$ cat src/rtl/jtag_types_pkg.sv
// Shared JTAG types.
//   state_t        : 16-state IEEE 1149.1 TAP controller state
//   jtag_cmd_t     : scan-master command encoding
//   mstate_t       : scan-master sequencing state
//   TLR_RESET_BITS : TMS=1 bits that force any TAP into Test-Logic-Reset
//   tap_next()     : standard TAP transition on one TMS bit
package jtag_types_pkg;

  typedef enum logic [3:0] {
    TEST_LOGIC_RESET = 4'h0,
    RUN_TEST_IDLE    = 4'h1,
    SELECT_DR_SCAN   = 4'h2,
    CAPTURE_DR       = 4'h3,
    SHIFT_DR         = 4'h4,
    EXIT1_DR         = 4'h5,
    PAUSE_DR         = 4'h6,
    EXIT2_DR         = 4'h7,
    UPDATE_DR        = 4'h8,
    SELECT_IR_SCAN   = 4'h9,
    CAPTURE_IR       = 4'hA,
    SHIFT_IR         = 4'hB,
    EXIT1_IR         = 4'hC,
    PAUSE_IR         = 4'hD,
    EXIT2_IR         = 4'hE,
    UPDATE_IR        = 4'hF
  } state_t;

  typedef enum logic [1:0] {
    CMD_RESET   = 2'd0,
    CMD_SCAN_IR = 2'd1,
    CMD_SCAN_DR = 2'd2,
    CMD_IDLE    = 2'd3
  } jtag_cmd_t;

  typedef enum logic [2:0] {
    M_IDLE, M_PRE, M_NAV_IN, M_SHIFT, M_NAV_OUT, M_RSP
  } mstate_t;

  localparam int TLR_RESET_BITS = 5;

  function automatic state_t tap_next(state_t s, logic tms);
    state_t n;
    case (s)
      TEST_LOGIC_RESET: n = tms ? TEST_LOGIC_RESET : RUN_TEST_IDLE;
      RUN_TEST_IDLE:    n = tms ? SELECT_DR_SCAN   : RUN_TEST_IDLE;
      SELECT_DR_SCAN:   n = tms ? SELECT_IR_SCAN   : CAPTURE_DR;
      CAPTURE_DR:       n = tms ? EXIT1_DR         : SHIFT_DR;
      SHIFT_DR:         n = tms ? EXIT1_DR         : SHIFT_DR;
      EXIT1_DR:         n = tms ? UPDATE_DR        : PAUSE_DR;
      PAUSE_DR:         n = tms ? EXIT2_DR         : PAUSE_DR;
      EXIT2_DR:         n = tms ? UPDATE_DR        : SHIFT_DR;
      UPDATE_DR:        n = tms ? SELECT_DR_SCAN   : RUN_TEST_IDLE;
      SELECT_IR_SCAN:   n = tms ? TEST_LOGIC_RESET : CAPTURE_IR;
      CAPTURE_IR:       n = tms ? EXIT1_IR         : SHIFT_IR;
      SHIFT_IR:         n = tms ? EXIT1_IR         : SHIFT_IR;
      EXIT1_IR:         n = tms ? UPDATE_IR        : PAUSE_IR;
      PAUSE_IR:         n = tms ? EXIT2_IR         : PAUSE_IR;
      EXIT2_IR:         n = tms ? UPDATE_IR        : SHIFT_IR;
      UPDATE_IR:        n = tms ? SELECT_DR_SCAN   : RUN_TEST_IDLE;
      default:          n = TEST_LOGIC_RESET;
    endcase
    return n;
  endfunction

endpackage

$ cat src/rtl/jtag_scan_master_tck_gen.sv
// JTAG clock generator. While run is high it produces a TCK_OUT of
// DIV low cycles followed by DIV high cycles, with strobes:
//   fall_stb : first cycle of the low phase (bit start)
//   rise_stb : last low cycle; the edge ending it raises tck (TDO sample)
//   end_stb  : last high cycle (bit end)
// With run low the generator parks at tck=0, start of a low phase.
// Ports: clk, rst (async high), run -> tck, fall_stb, rise_stb, end_stb.
module jtag_tck_gen #(
  parameter int DIV = 2
) (
  input  logic clk,
  input  logic rst,
  input  logic run,
  output logic tck,
  output logic fall_stb,
  output logic rise_stb,
  output logic end_stb
);

  localparam int DW = (DIV > 1) ? $clog2(DIV) : 1;
  localparam logic [DW-1:0] LAST = DW'(DIV - 1);

  logic [DW-1:0] cnt;
  logic          last;

  assign last     = (cnt == LAST);
  assign fall_stb = run && !tck && (cnt == '0);
  assign rise_stb = run && !tck && last;
  assign end_stb  = run &&  tck && last;

  always_ff @(posedge clk or posedge rst) begin
    if (rst) begin
      cnt <= '0;
      tck <= 1'b0;
    end else if (!run) begin
      cnt <= '0;
      tck <= 1'b0;
    end else if (last) begin
      cnt <= '0;
      tck <= ~tck;
    end else begin
      cnt <= cnt + DW'(1);
    end
  end

endmodule

$ cat src/rtl/jtag_scan_master.sv
// Host-side JTAG scan master. Turns RESET / IR scan / DR scan / IDLE
// commands into TMS/TDI bit sequences on TCK_OUT, captures TDO during
// shift bits and mirrors the target TAP state.
// Ports:
//   TCK, TRST (async high)           system clock / reset
//   cmd_valid/ready/type/len/data    command request
//   rsp_valid/ready/data             response (captured TDO bits)
//   busy, tap_state                  status
//   TCK_OUT, TMS, TDI, TDO           JTAG pins
//   TRST_OUT (only with JTAG_TRST_OUT_EN) active-low target reset
module jtag_scan_master
  import jtag_types_pkg::*;
#(
  parameter int MAX_LEN = 32,
  parameter int DIV     = 2
) (
  input  logic                         TCK,
  input  logic                         TRST,
  input  logic                         cmd_valid,
  output logic                         cmd_ready,
  input  jtag_cmd_t                    cmd_type,
  input  logic [$clog2(MAX_LEN+1)-1:0] cmd_len,
  input  logic [MAX_LEN-1:0]           cmd_data,
  output logic                         rsp_valid,
  input  logic                         rsp_ready,
  output logic [MAX_LEN-1:0]           rsp_data,
  output logic                         busy,
  output state_t                       tap_state,
  output logic                         TCK_OUT,
  output logic                         TMS,
  output logic                         TDI,
  input  logic                         TDO
`ifdef JTAG_TRST_OUT_EN
  ,
  output logic                         TRST_OUT
`endif
);

  localparam int LW = $clog2(MAX_LEN + 1);
  // bit counter also walks the 6-bit reset preamble
  localparam int CW = (LW < 3) ? 3 : LW;
  typedef logic [CW-1:0] cnt_t;
  localparam cnt_t ONE = cnt_t'(1);

  mstate_t            mstate, m_nx;
  cnt_t               cnt, cnt_nx;
  jtag_cmd_t          ctype, typ_nx;
  cnt_t               clen, len_nx;
  logic [MAX_LEN-1:0] cdata, data_nx;
  logic [MAX_LEN-1:0] smp_mask, rsp;
  logic               tms_q, tdi_q, accept, run;
  logic               fall_stb, rise_stb, end_stb;
  state_t             tap_q;

  function automatic logic is_active(mstate_t m);
    return (m == M_PRE) || (m == M_NAV_IN) || (m == M_SHIFT) || (m == M_NAV_OUT);
  endfunction

  // Scans run at least one bit; everything is clamped to MAX_LEN.
  function automatic cnt_t eff_len(jtag_cmd_t t, logic [LW-1:0] l);
    cnt_t n;
    n = (l > LW'(MAX_LEN)) ? cnt_t'(MAX_LEN) : cnt_t'(l);
    if (n == '0 && t != CMD_IDLE) n = ONE;
    return n;
  endfunction

  // Bits spent getting from Run-Test/Idle to the shift state (or the
  // whole sequence for RESET / IDLE).
  function automatic cnt_t nav_len(jtag_cmd_t t, cnt_t n);
    cnt_t r;
    case (t)
      CMD_RESET:   r = cnt_t'(TLR_RESET_BITS + 1);
      CMD_SCAN_IR: r = cnt_t'(4);
      CMD_SCAN_DR: r = cnt_t'(3);
      default:     r = n;
    endcase
    return r;
  endfunction

  function automatic logic bit_tms(mstate_t m, cnt_t c, jtag_cmd_t t, cnt_t n);
    logic v;
    case (m)
      M_NAV_IN: begin
        case (t)
          CMD_RESET:   v = (c < cnt_t'(TLR_RESET_BITS));
          CMD_SCAN_IR: v = (c < cnt_t'(2));
          CMD_SCAN_DR: v = (c == '0);
          default:     v = 1'b0;
        endcase
      end
      M_SHIFT:   v = (c == n - ONE);
      M_NAV_OUT: v = (c == '0);
      default:   v = 1'b0;
    endcase
    return v;
  endfunction

  function automatic logic bit_tdi(mstate_t m, cnt_t c, logic [MAX_LEN-1:0] d);
    logic [MAX_LEN-1:0] s;
    s = d >> c;
    return (m == M_SHIFT) && s[0];
  endfunction

  assign run = is_active(mstate);

  jtag_tck_gen #(.DIV(DIV)) u_tck (
    .clk      (TCK),
    .rst      (TRST),
    .run      (run),
    .tck      (TCK_OUT),
    .fall_stb (fall_stb),
    .rise_stb (rise_stb),
    .end_stb  (end_stb)
  );

  // State register
  always_ff @(posedge TCK or posedge TRST) begin
    if (TRST) begin
      mstate <= M_IDLE;
      cnt    <= '0;
    end else begin
      mstate <= m_nx;
      cnt    <= cnt_nx;
    end
  end

  // Next position in the bit sequence. cnt is the bit index inside the
  // current segment; positions advance only at the end of a high phase.
  always_comb begin
    m_nx    = mstate;
    cnt_nx  = cnt;
    accept  = 1'b0;
    typ_nx  = ctype;
    len_nx  = clen;
    data_nx = cdata;
    case (mstate)
      M_IDLE: if (cmd_valid) begin
        accept  = 1'b1;
        typ_nx  = cmd_type;
        len_nx  = eff_len(cmd_type, cmd_len);
        data_nx = cmd_data;
        cnt_nx  = '0;
        if (tap_q == TEST_LOGIC_RESET && cmd_type != CMD_RESET) m_nx = M_PRE;
        else if (nav_len(cmd_type, len_nx) == '0)               m_nx = M_RSP;
        else                                                    m_nx = M_NAV_IN;
      end
      M_PRE: if (end_stb) begin
        m_nx = (nav_len(ctype, clen) == '0) ? M_RSP : M_NAV_IN;
      end
      M_NAV_IN: if (end_stb) begin
        if (cnt == nav_len(ctype, clen) - ONE) begin
          cnt_nx = '0;
          m_nx   = (ctype == CMD_SCAN_IR || ctype == CMD_SCAN_DR) ? M_SHIFT : M_RSP;
        end else begin
          cnt_nx = cnt + ONE;
        end
      end
      M_SHIFT: if (end_stb) begin
        if (cnt == clen - ONE) begin
          cnt_nx = '0;
          m_nx   = M_NAV_OUT;
        end else begin
          cnt_nx = cnt + ONE;
        end
      end
      M_NAV_OUT: if (end_stb) begin
        if (cnt == ONE) begin
          cnt_nx = '0;
          m_nx   = M_RSP;
        end else begin
          cnt_nx = cnt + ONE;
        end
      end
      M_RSP: if (rsp_ready) m_nx = M_IDLE;
      default: m_nx = M_IDLE;
    endcase
  end

  // Datapath. TMS/TDI are loaded on the edge that opens a bit, so they
  // are valid from its first low cycle. The sample mask is latched at bit
  // start so the TDO capture itself is a plain OR.
  always_ff @(posedge TCK or posedge TRST) begin
    if (TRST) begin
      ctype    <= CMD_RESET;
      clen     <= '0;
      cdata    <= '0;
      tms_q    <= 1'b1;
      tdi_q    <= 1'b0;
      tap_q    <= TEST_LOGIC_RESET;
      smp_mask <= '0;
      rsp      <= '0;
    end else begin
      ctype <= typ_nx;
      clen  <= len_nx;
      cdata <= data_nx;
      if ((accept || end_stb) && is_active(m_nx)) begin
        tms_q <= bit_tms(m_nx, cnt_nx, typ_nx, len_nx);
        tdi_q <= bit_tdi(m_nx, cnt_nx, data_nx);
      end
      if (end_stb) tap_q <= tap_next(tap_q, tms_q);
      if (fall_stb)
        smp_mask <= (mstate == M_SHIFT) ? ({{(MAX_LEN-1){1'b0}}, 1'b1} << cnt) : '0;
      if (accept)                rsp <= '0;
      else if (rise_stb && TDO)  rsp <= rsp | smp_mask;
    end
  end

  assign cmd_ready = (mstate == M_IDLE);
  assign rsp_valid = (mstate == M_RSP);
  assign rsp_data  = rsp;
  assign busy      = (mstate != M_IDLE);
  assign tap_state = tap_q;
  assign TMS       = tms_q;
  assign TDI       = tdi_q;

`ifdef JTAG_TRST_OUT_EN
  assign TRST_OUT = ~(TRST | (run && ctype == CMD_RESET));
`endif

endmodule

$ cat config.mk
export PLATFORM = sky130hd
export DESIGN_NAME = jtag_scan_master
export DESIGN_NICKNAME = d
export VERILOG_FILES = /design/src/rtl/jtag_types_pkg.sv /design/src/rtl/jtag_scan_master_tck_gen.sv /design/src/rtl/jtag_scan_master.sv
export SDC_FILE = /design/constraint.sdc
export NUM_CORES = 1
export LEC_CHECK = 0
export CORE_MARGIN = 5
export CORE_UTILIZATION = 50
export DETAILED_ROUTE_END_ITERATION = 16
export GPL_ROUTABILITY_DRIVEN = 0
export PLACE_DENSITY = 0.74
export SETUP_SLACK_MARGIN = 0.5
export SYNTH_ARGS = -nofsm -noshare
export SYNTH_HDL_FRONTEND = slang
export SYNTH_SLANG_ARGS = --single-unit
$ cat constraint.sdc
create_clock -name TCK -period 4.85 [get_ports TCK]
set_clock_uncertainty 0.05 [all_clocks]
set_input_delay 0.97 -clock TCK [delete_from_list [all_inputs] [get_ports TCK]]
set_output_delay 0.97 -clock TCK [all_outputs]
set_load 0.01 [all_outputs]
==> run_results.csv, run 1 <==
group,metric,value,unit
worst_setup_path,path_class,"reg -> reg",
floorplanning,start_util,50.3,%
routing,via_per_inst,5.63,
synth,yosysUniqueCellTypes,68,
worst_setup_path,critPathCaptureType,"register",
synth,synth_ff_type,"dfrtp_1",
power,p_switching,1.83,mW
worst_hold_path,hp-class,"reg -> reg",
worst_setup_path,regToRegEndpoint,"TDI",
sta,final-setup-viol-count,0,
power,powerDensity,577,nW/um^2
routing,drtPass1Iterations,5,
floorplanning,rows,41,
synth,syn-num-nets,770,
routing,drcViolationCount,0,
worst_hold_path,worstHoldStart,"cdata[0]",
routing,detail-route-antenna-nets,0,
floorplanning,chipWidth,122,um
floorplanning,io_pins,87,
sta,worst_pin_slew,0.885,ns
worst_setup_path,reg2reg_setup_slack,0.72,ns
finish,area_growth,25.1,%
global_route,grt.overflow.total,0,
worst_setup_path,critPathMaxFanout,8,
routing,wl_per_cell,16.6,um
worst_hold_path,hold_depth,2,
global_route,grt_first_pass_wirelength,26500,um
power,p_int,2.70,mW
power,worst_ir_drop_vdd,0.000286,V
worst_setup_path,worstPathRequired,5.10,ns
synth,syn_area,6270,um^2
clock_network,clock-root-buffer,"clkbuf_16",
routing,wirelength,16100,um
sta,rsz0062_at_grt,"false",
sta,hold_slack,0.423,ns
floorplanning,dieHeight,122,um
routing,drt_iter0_drc,427,
sta,finalCriticalPeriod,4.13,ns
synth,ys_warn_count,0,
placed_design,dp_hpwl,11500,um
synth,syn_avg_cell_area,8.84,um^2
floorplanning,die-area,14900,um^2
finish,nets,846,
power,switching_share,40.4,%
power,total_power,4.53,mW
sta,period_share,85.2,%
finish,diodes,0,
status,status,"finished clean",
sta,fin_setup_tns,0,ns
power,p_seq_share,32.5,%
power,comb_power_share,41.2,%
clock_network,clockBufferDepth,2,
sta,fmax,0.242,GHz
sta,hold_viol,0,
power,clkPwrFrac,26.4,%
finish,fillers,1061,
global_route,grtUsageTotal,22.4,%
worst_hold_path,worstHoldEndpoint,"cdata[0]",
worst_setup_path,reg2reg_from,"ctype[0]",
run,drv_cap,0,
clock_network,clk_pin_slew,0.06,ns
power,p_leak,3.56,nW
finish,layout_commonest_cell,"nand2_1",
clock_network,h-tree-depth,4,
clock_network,numCtsBuffers,17,
placed_design,port_buffers,86,
finish,layout_common_cells,"nand2_1, dfrtp_1, clkdlybuf4s50_1, nor2_1, a21oi_1",
placed_design,post-place-cells,934,
global_route,antenna_found_initial,0,
global_route,grt_pass1_vias,5499,
global_route,grt_max_degree,56,
clock_network,insertion_delay,0.42,ns
synth,synth_enable_flop_cells,0,
finish,final_layout_size_suffix_gt1_share,9.02,%
synth,synth_seq_area_share,48.3,%
clock_network,cts_sinks,121,
synth,async_flop_share,100,%
synth,ys_ff_latch,121,
synth,syn_inst,710,
finish,stdcell_count,970,
floorplanning,fp.coreArea,12500,um^2
sta,final_max_slew_viol_count,0,
worst_setup_path,crit_arrival,4.39,ns
clock_network,cts_tree,"built",
worst_setup_path,reg2reg_depth,17,
sta,slew_headroom,40.4,%
routing,vias,5462,
worst_setup_path,worst_setup_path_start_kind,"register",
## synthesized netlist by cell type (6+ instances only)
| master | instances | share of area, % |
|---|---|---|
| nor2_1 | 61 | 3.6 |
| nor3_1 | 13 | 1.0 |
| o211ai_1 | 7 | 0.84 |
| inv_1 | 19 | 1.1 |
| o21ai_0 | 34 | 2.7 |
| dfrtp_1 | 120 | 48 |
| xor2_1 | 7 | 0.98 |
| nand2_1 | 173 | 10 |
| nand4_1 | 6 | 0.60 |
| a31oi_1 | 8 | 0.80 |
| buf_2 | 6 | 0.48 |
| or3_1 | 6 | 0.60 |
| mux2i_1 | 10 | 1.6 |
| ha_1 | 15 | 3.0 |
| nor4_1 | 6 | 0.60 |
| nand3_1 | 11 | 0.88 |
| o31ai_1 | 13 | 1.6 |
| clkbuf_1 | 33 | 2.0 |
| xnor2_1 | 17 | 2.4 |
| a21oi_1 | 49 | 3.9 |
## power groups by stage
stage	logic, mW	registers (mW)	clock network, mW
after floorplan	1.47	1.36	0
after global placement	1.78	1.47	0
after detailed placement	1.82	1.48	0
after CTS	1.84	1.47	1.22
after global routing	2.06	1.50	1.26
final	1.86	1.47	1.20
## how the worst max path moves through the flow
stage | start | end | slack (ns) | depth (start not counted)
floorplan | TRST | TDI | 0.62 | 1
global placement | ctype[0] | TDI | 0.71 | 17
finish | ctype[0] | TDI | 0.72 | 17
CTS | ctype[0] | TDI | 0.53 | 17
global route | ctype[0] | TMS | 0.50 | 16
detailed placement | ctype[0] | TDI | 0.54 | 17
## registers in the layout, indices dropped and copies added, names as in the netlist
register,cells
u_tck.tck,1
u_tck.cnt,1
TDI,1
clen,6
rsp_data,32
TMS,1
mstate,3
smp_mask,32
ctype,2
cdata,32
cnt,6
tap_state,4
## cell families after synthesis
logic type,synth area share [%]
flops,48.3
compound gates,16.3
xor+xnor,3.35
fa+ha+maj,3.15
buf+inv,4.43
mux,2.71
simple gates,21.8
## per-stage QoR
| step | area (um^2) | util (%) | setup WS (ns) |
|---|---|---|---|
| 6_report | 7850 | 63.0 | 0.716 |
| 2_1_floorplan | 6270 | - | 0.617 |
| 4_1_cts | 7800 | 62.6 | 0.526 |
| 3_5_place_dp | 7240 | 58.0 | 0.545 |
| 3_3_place_gp | 7240 | 58.0 | 0.705 |
| 5_1_grt | 7850 | 63.0 | 0.497 |
## layout make-up
class                   instances  area (um^2)  area share, %
repair buffers                101          973           12.4
multi-input cells             524         2990           38.1
clock buffers                  19          443           5.64
inverters                      21         81.3           1.04
clock inverters                12          119           1.51
flip-flops and latches        121         3030           38.6
well taps                     172          215           2.74
## routing by layer
| layer | share of wire [%] | up-vias | track usage, % |
|---|---|---|---|
| li1 | - | 2598 | - |
| met1 | 42 | 2645 | 28.3 |
| met2 | 49 | 186 | 37.6 |
| met3 | 6.0 | 33 | 4.92 |
| met4 | 2.3 | 0 | 8.96 |
| met5 | 0 | - | 0 |
## what timing repair did
| action | in CTS | in global routing |
|---|---|---|
| resized for setup | 0 | 2 |
| hold buffers | 0 | 0 |
| buffers inserted | 0 | 5 |
| endpoints found under the setup margin | 0 | 2 |
## worst max-delay path, cell delays in order, from the launching register on
cell      delay, ns
dfrtp_1        0.39
inv_1          0.10
ha_1           0.25
nor2_1         0.13
nor2_1         0.05
a21oi_1        0.18
ha_1           0.27
nand3_1        0.11
nor3_1         0.19
a311oi_1       0.09
o31a_1         0.41
o22a_1         0.27
a21oi_4        0.26
buf_4          0.24
mux2_2         0.35
a221oi_1       0.32
o32ai_1        0.14
a22o_1         0.23
Note: power is estimated with default switching activity, not from simulation.
==> run 2, diff against run 1 <==
--- a/config.mk
+++ b/config.mk
@@ -7,6 +7,7 @@
 export LEC_CHECK = 0
 export CORE_MARGIN = 5
 export CORE_UTILIZATION = 50
+export CTS_CLUSTER_DIAMETER = 40
 export DETAILED_ROUTE_END_ITERATION = 16
 export GPL_ROUTABILITY_DRIVEN = 0
 export PLACE_DENSITY = 0.74
==> constraint.sdc (replaced) <==
create_clock -name TCK -period 3.96 [get_ports TCK]
set_clock_uncertainty 0.05 [all_clocks]
set_input_delay 0.792 -clock TCK [delete_from_list [all_inputs] [get_ports TCK]]
set_output_delay 0.792 -clock TCK [all_outputs]
set_load 0.01 [all_outputs]
==> run 2 against run 1 <==
Effect of this change:
- worst hold slack better by 0.0018 ns
- total power grew 34%
- largest cell class is now multi-input combinational cells
- wire length is 2.2% higher
- highest routed layer unchanged
- global-route usage increased by 1.0 points
- core utilization up 3.1 points
- maximum frequency increased by 8.5%
- sequential share of layout area fell by 1.8 points
- combinational power up 39%
==> run_results.csv, run 2 (synthesis results as in run 1) <==
group,metric,value,unit
status,status,"finished clean",
clock_network,insertion_delay,0.42,ns
finish,final_layout_size_suffix_gt1_share,13.3,%
floorplanning,die-area,14900,um^2
worst_hold_path,hold_depth,2,
worst_setup_path,worstPathRequired,4.26,ns
worst_hold_path,worstHoldEndpoint,"cdata[1]",
sta,slew_headroom,46.8,%
worst_setup_path,reg2reg_from,"ctype[0]",
global_route,grtUsageTotal,23.4,%
routing,drtPass1Iterations,5,
sta,final_max_slew_viol_count,0,
placed_design,post-place-ws,-0.0497,ns
floorplanning,fp.coreArea,12500,um^2
power,total_power,6.08,mW
finish,diodes,0,
power,p_leak,3.72,nW
worst_setup_path,reg2reg_depth,13,
global_route,grt_max_degree,53,
floorplanning,start_util,50.3,%
finish,nets,865,
placed_design,dp_hpwl,11800,um
finish,layout_commonest_cell,"nand2_1",
sta,setup_ws,0.149,ns
worst_hold_path,hp-class,"reg -> reg",
sta,fin_setup_tns,0,ns
worst_setup_path,path_depth,13,
floorplanning,dieHeight,122,um
finish,layout_common_cells,"nand2_1, dfrtp_1, clkdlybuf4s50_1, nor2_1, a21oi_1",
worst_setup_path,slowest_stage,"a221oi_1",
worst_setup_path,crit_arrival,4.11,ns
clock_network,numCtsBuffers,17,
worst_setup_path,worstPathCellList,"buf_4 > ha_1 > a32oi_1 > o22ai_1 > a221oi_1 > o31a_1 > o211ai_1 > buf_4 > buf_4 > a211oi_1 > mux2i_1 > or4_1 > a31oi_1",
sta,period_share,96.2,%
global_route,antenna_found_initial,0,
global_route,grt_first_pass_wirelength,27400,um
worst_setup_path,path_buf_inv,3,
worst_setup_path,crit_top_cell,"buf_4",
routing,drt_iter0_drc,407,
sta,worst_pin_slew,0.791,ns
power,powerDensity,738,nW/um^2
clock_network,cts_sinks,121,
worst_setup_path,worst_setup_path_start_kind,"register",
global_route,grt.overflow.total,0,
sta,final-setup-viol-count,0,
worst_setup_path,critPathMaxFanout,9,
power,worst_ir_drop_vdd,0.000490,V
clock_network,clockBufferDepth,2,
finish,area_growth,31.1,%
floorplanning,io_pins,87,
routing,detail-route-antenna-nets,0,
worst_setup_path,cpLargestDelayFamily,"compound AO/OA/AOI/OAI gates",
worst_setup_path,path_class,"reg -> reg",
routing,vias,5566,
routing,drcViolationCount,0,
clock_network,clock-root-buffer,"clkbuf_16",
sta,rsz0062_at_grt,"true",
sta,fmax,0.262,GHz
global_route,grt_pass1_vias,5708,
run,drv_cap,0,
worst_setup_path,critPathCaptureType,"register",
floorplanning,chipWidth,122,um
floorplanning,rows,41,
sta,finalCriticalPeriod,3.81,ns
worst_hold_path,worstHoldStart,"cdata[1]",
worst_setup_path,reg2reg_setup_slack,0.15,ns
worst_setup_path,max_stage_delay,0.51,ns
clock_network,cts_tree,"built",
worst_setup_path,regToRegEndpoint,"TMS",
sta,hold_slack,0.425,ns
routing,wirelength,16500,um
placed_design,port_buffers,86,
clock_network,clk_pin_slew,0.05,ns
clock_network,h-tree-depth,4,
routing,wl_per_cell,16.6,um
routing,via_per_inst,5.62,
sta,hold_viol,0,
[run 2: changes by cell type in the layout (fill, tap and decap cells not counted), moves of 4 or more]
cell | previous run | this run
buf_4 | 15 | 32
ha_4 | 0 | 4
ha_1 | 15 | 11
bufinv_16 | 1 | 5
[run 2: worst max path at each step]
| stage | from | endpoint | slack, ns |
|---|---|---|---|
| after floorplan | ctype[0] | TMS | 0.36 |
| after global placement | ctype[0] | TDI | 0.20 |
| after detailed placement | ctype[0] | TDI | -0.05 |
| after CTS | ctype[0] | TMS | 0.12 |
| after global routing | ctype[0] | TMS | -0.02 |
| final | ctype[0] | TMS | 0.15 |
[run 2: what timing repair did]
action,4_1_cts,5_1_grt
resized for setup,9,14
buffers inserted,8,2
endpoints found under the setup margin,2,2
pin swaps,6,3
hold buffers,0,0
[run 2: routing by layer]
metal	wire [um]	global-route usage, %	vias up
li1	-	-	2657
met1	6760	28.2	2660
met2	8270	40.0	202
met3	842	5.20	47
met4	603	11.1	0
met5	0	0	-
[run 2: worst register-to-register path, stage by stage, from the launching register on]
cell,delay [ns]
dfrtp_2,0.45
buf_4,0.15
ha_1,0.30
a32oi_1,0.23
o22ai_1,0.11
a221oi_1,0.51
o31a_1,0.35
o211ai_1,0.21
buf_4,0.20
buf_4,0.14
a211oi_1,0.25
mux2i_1,0.10
or4_1,0.51
a31oi_1,0.19
[run 2: per-stage QoR]
stage          util, %  instance area, um^2  std cells
3_3_place_gp      59.3                 7390        948
3_5_place_dp      59.3                 7390        948
5_1_grt           66.0                 8230        990
4_1_cts           65.4                 8150        988
6_report          66.0                 8230        990
2_1_floorplan        -                 6310        710
[run 2: layout make-up]
class	instances	area, um^2
Fill cell	995	4240
Tap cell	172	215
Sequential cell	121	3030
Inverter	21	85.1
Multi-Input combinational cell	524	3110
Clock inverter	14	220
Timing Repair Buffer	120	1140
Clock buffer	18	429
[run 2: report_power, final]
group          internal, mW  switching [mW]  leakage (nW)  total (mW)
Sequential             1.51           0.288          1.61        1.80
Combinational          1.10            1.49          1.80        2.59
Clock                  1.12           0.571         0.303        1.69
==> run 3, diff against run 2 <==
--- a/config.mk
+++ b/config.mk
@@ -14,4 +14,5 @@
 export SETUP_SLACK_MARGIN = 0.5
 export SYNTH_ARGS = -nofsm -noshare
 export SYNTH_HDL_FRONTEND = slang
+export SYNTH_HIERARCHICAL = 1
 export SYNTH_SLANG_ARGS = --single-unit
==> run 3 against run 2 <==
Effect of this change:
- final cell count up 2.1%
- first-iteration DRC count up 16%
- total power up 22%
- die area up 3.8%
- register-to-register slack worse by 0.13 ns
- critical path depth up 1
- wire length up 8.8%
- clock power up 5%
- worst hold slack worse by 0.0011 ns
- critical endpoint is now TDI
- highest routed layer unchanged
- via count up 5.3%
- clock-buffer cell count unchanged
==> run_results.csv, run 3 <==
group,metric,value,unit
status,status,"finished clean",
sta,rsz0062_at_grt,"true",
power,worst_ir_drop_vdd,0.000449,V
worst_setup_path,critPathMaxFanout,16,
sta,fmax,0.254,GHz
synth,synth_compound_gate_area_share,18.3,%
clock_network,cts_hold_buffers,0,
sta,setup_ws,0.0223,ns
finish,final_layout_size_suffix_gt1_share,13.3,%
power,p_seq_share,26.5,%
power,switching_share,41.6,%
synth,synth_top_area_share,45.9,%
global_route,grt.overflow.total,0,
routing,wl_per_cell,17.7,um
sta,slew_headroom,27.3,%
floorplanning,rows,41,
finish,diodes,0,
routing,wirelength,17900,um
worst_setup_path,worstPathRequired,4.23,ns
clock_network,cts_sinks,121,
floorplanning,die-area,15500,um^2
synth,ys_ff_latch,121,
clock_network,insertion_delay,0.43,ns
finish,layout_commonest_cell,"nand2_1",
clock_network,clockBufferDepth,2,
power,comb_power_share,49.6,%
synth,synth_ff_type,"dfrtp_1",
placed_design,post-place-ws,-0.0603,ns
global_route,grtUsageTotal,23.9,%
sta,hold_viol,0,
placed_design,port_buffers,86,
synth,synth_area_leader_cell,"dfrtp_1",
synth,ys_top_cells_by_area,"dfrtp_1, nand2_1, a21oi_1",
synth,ys_warn_count,6,
synth,syn_inst,735,
clock_network,numCtsBuffers,17,
worst_setup_path,path_class,"reg -> reg",
routing,drtPass1Iterations,5,
synth,synth.top_cells.by_count,"nand2_1, dfrtp_1, nor2_1, inv_1, a21oi_1",
global_route,grt_pass1_vias,6052,
routing,drt_iter0_drc,473,
synth,async_flop_share,100,%
sta,finalCriticalPeriod,3.94,ns
global_route,grt_first_pass_wirelength,30200,um
routing,detail-route-antenna-nets,0,
power,p_int,4.32,mW
sta,final_max_slew_viol_count,0,
worst_setup_path,worst_setup_path_start_kind,"register",
clock_network,clk_pin_slew,0.06,ns
clock_network,clock-root-buffer,"clkbuf_16",
routing,vias,5863,
sta,fin_setup_tns,0,ns
sta,period_share,99.4,%
floorplanning,fp.coreArea,12700,um^2
power,p_leak,3.80,nW
synth,syn-num-nets,794,
global_route,antenna_found_initial,0,
synth,syn_area,6540,um^2
worst_hold_path,hp-class,"reg -> reg",
synth,synth_top_family_by_area,"simple AND/OR/NAND/NOR gates",
synth,synthXorXnorAreaFrac,3.16,%
floorplanning,start_util,51.4,%
clock_network,h-tree-depth,4,
run,drv_cap,0,
finish,nets,885,
synth,synth_seq_area_share,46.3,%
sta,final-setup-viol-count,0,
floorplanning,io_pins,87,
synth,yosysUniqueCellTypes,81,
floorplanning,dieHeight,124,um
finish,area_growth,30.1,%
synth,yosysMostFrequentCell,"nand2_1",
routing,drcViolationCount,0,
floorplanning,chipWidth,124,um
power,clkPwrFrac,23.9,%
placed_design,dp_hpwl,12800,um
synth,synth_mux_area_share,2.41,%
sta,worst_pin_slew,1.09,ns
power,powerDensity,870,nW/um^2
synth,synth_enable_flop_cells,0,
routing,via_per_inst,5.80,
clock_network,cts_tree,"built",
synth,synthAdderAreaFrac,2.68,%
global_route,grt_max_degree,79,
finish,layout_common_cells,"nand2_1, dfrtp_1, clkdlybuf4s50_1, nor2_1, inv_1",
worst_setup_path,crit_arrival,4.20,ns
worst_setup_path,critPathCaptureType,"register",
synth,syn_avg_cell_area,8.89,um^2
power,p_switching,3.08,mW
synth,synthSimpleGateAreaFrac,21.1,%
run 3: cell types whose count changed after synthesis, sizes merged, moves of 6 or more:
cell	previous run	this run
and2	5	12
o21ai	39	21
o2111ai	0	8
inv	21	57
clkbuf	33	27
o31ai	13	6
o22ai	4	32
nand2	174	135
run 3: cells by family (layout without fill, tap and decap cells):
group / count (synthesis) / after routing
adder cells (fa/ha/maj): 14 / 14
XOR/XNOR: 22 / 22
AO/OA/AOI/OAI: 174 / 174
AND/OR/NAND/NOR: 289 / 289
multiplexers: 15 / 15
buffers and inverters: 100 / 204
flip-flops: 121 / 121
run 3: final cells by class:
type / instances / area (um^2)
repair buffers: 112 / 1060
flip-flops and latches: 121 / 3030
multi-input cells: 514 / 3280
fillers: 1036 / 4220
well taps: 172 / 215
clock buffers: 18 / 439
clock inverters: 14 / 233
inverters: 60 / 241
run 3: worst paths after layout:
path / slack (ns) / cells past startpoint / from / endpoint
max reg2reg: 0.02 / 14 / mstate[1] / TDI
min: 0.42 / 2 / cdata[29] / cdata[29]
max in group asynchronous: 2.22 / 3 / TRST / cdata[13]
min reg2reg: 0.42 / 2 / cdata[29] / cdata[29]
max: 0.02 / 14 / mstate[1] / TDI
min in group asynchronous: 0.56 / 2 / TRST / u_tck/cnt
run 3: power by group through the flow:
stage	Combinational [mW]	Sequential, mW	Clock [mW]
2_1_floorplan	2.52	1.85	0
3_5_place_dp	3.43	1.96	0
6_report	3.67	1.96	1.77
4_1_cts	3.58	1.96	1.78
5_1_grt	3.98	2.01	1.84
3_3_place_gp	3.32	1.93	0
run 3: critical path, cell delays in order (launching register included):
cell and delay (ns):
dfrtp_1 0.48, o21a_1 0.23, nor2_1 0.22, and3_2 0.36, nor4bb_4 0.26, a21boi_1 0.16
or2_2 0.31, o21bai_1 0.29, o2111ai_2 0.28, and3_4 0.27, inv_8 0.07, mux2_4 0.32
a2111oi_4 0.29, a32o_2 0.18, o31ai_2 0.06
run 3: timing repair:
item | 4_1_cts | 5_1_grt
setup endpoints to repair | 2 | 3
buffers inserted | 6 | 1
resized for setup | 12 | 10
pin swaps | 11 | 11
run 3: routing by layer:
metal  track usage (%)  share of wire (%)  vias to the layer above
li1                  -                  -                     2736
met1              29.4                 42                     2877
met2              40.5                 50                      220
met3              5.70                6.2                       30
met4              9.41                2.1                        0
met5                 0                  0                        -
run 3: through the flow:
step	std cells	total power [mW]	area (um^2)	hold WS (ns)	utilization, %
3_3_place_gp	972	5.25	7680	0.412	60.4
6_report	1011	7.40	8500	0.424	66.8
4_1_cts	1010	7.32	8460	0.427	66.5
5_1_grt	1011	7.84	8500	0.454	66.8
2_1_floorplan	735	4.37	6630	0.383	-
3_5_place_dp	972	5.39	7680	0.410	60.4
==> variant, RTL diff (config.mk and constraints of run 3) <==
The parameter `MAX_LEN` goes from 32 to 16.
--- a/src/rtl/jtag_scan_master.sv
+++ b/src/rtl/jtag_scan_master.sv
@@ -13,3 +13,3 @@
 #(
-  parameter int MAX_LEN = 32,
+  parameter int MAX_LEN = 16,
   parameter int DIV     = 2
Ports: changed (resized cmd_data, cmd_len and rsp_data); port bits go from 87 to 54. No check against the original RTL was run, so the function may have changed too.
==> variant against run 3 <==
Synthesized area shrank 32%. Highest routed layer unchanged. Critical path depth grew 3. Sequential cell count shrank 50. Cell area shrank 34%. Power shrank 32%. Routed wire length shrank 36%. Worst setup slack gained 460 ps. Global-route usage shrank 2.7 points. Via count shrank 31%. Worst hold slack gained 6.1 ps.
==> variant: results (changes against run 3) <==
Status - completed
Max incr delay on CP - 460 ps (-20 ps)
Clock Latency Late Sink - 340 ps (-90 ps)
Peak supply drop - 0.443 mV (-1.2%)
Worst-path clk slew - 80 ps (+20 ps)
CTS Buf Count - 9 (-8)
Setup bufs post-CTS - 4 (-2)
Post-synth top cells - nand2_1, dfrtp_1, nor2_1
Synth async-reset ratio - 100% (unchanged)
Slew HR - 41.1% (+14 points)
DRT iter0 DRCs - 262 (-45%)
Vias in the first global route - 3945 (-35%)
Internal - 2730 µW (-37%)
DPL Wire Length - 8110 µm (-37%)
DRT Pass-1 Iters - 5 (unchanged)
Final nets - 606 (-32%)
Largest cells by area after synthesis - dfrtp_1, nand2_1, a21oi_1, ha_1, nor2_1
Met2 WL - 5440 µm (-39%)
Largest net degree at the start of global routing - 70 (-11%)
Met3 Use GR - 4.84% (-0.86 points)
FILL cells - 703 (-32%)
Worst Hold Endpoint - cdata[10]
Via count - 4044 (-31%)
Sequential power - 1270 µW (-35%)
Critical path's slowest cell - dfrtp_2
Reg-to-reg slack, setup - 490 ps (+460 ps)
Routed length on met3 - 728 µm (-35%)
First-pass GRT wire length - 19300 µm (-36%)
Met2 Use GR - 33.8% (-6.7 points)
Grt met1 use - 28.1% (-1.4 points)
H-tree Lvls - 3 (-1)
Worst Min Path Start - cdata[10]
Port Buffers - 53 (-38%)
Net count after synthesis - 543 (-32%)
Critical-path maximum fanout - 6 (-10)
Met1 wire length - 4970 µm (-33%)
Worst r2r src - ctype[0]
CTS resizes - 27 (+15)
Total power - 5030 µW (-32%)
Cell leakage power - 0.00243 µW (-36%)
Critical Path AT - 3640 ps (-560 ps)
==> variant: kinds of logic (layout without fill, tap and decap cells) <==
kind of cell	after synthesis	count (layout)	share of synthesized area [%]
buf+inv	62	130	6.92
compound gates	139	139	22.1
mux	15	15	3.73
flops	71	71	39.8
xor+xnor	21	21	4.12
simple gates	181	181	19.7
fa+ha+maj	13	13	3.64
==> variant: cell type report <==
type,count,area (µm²),area share [%]
clock inverter,6,67.6,1.21
multi-input combinational,369,2560,45.8
inverter,32,129,2.31
timing repair buffer,82,788,14.1
tap,108,135,2.42
clock buffer,10,128,2.28
sequential,71,1780,31.8
==> variant: per-stage QoR <==
stage	hold slack, ps	setup WS (ps)	std cells	util (%)	area [µm²]
finish	430	486	678	64.1	5590
global route	460	265	678	64.1	5590
CTS	434	492	675	63.0	5500
detailed placement	411	91.8	655	58.9	5130
global placement	404	181	655	58.9	5130
floorplan	390	503	502	-	4480
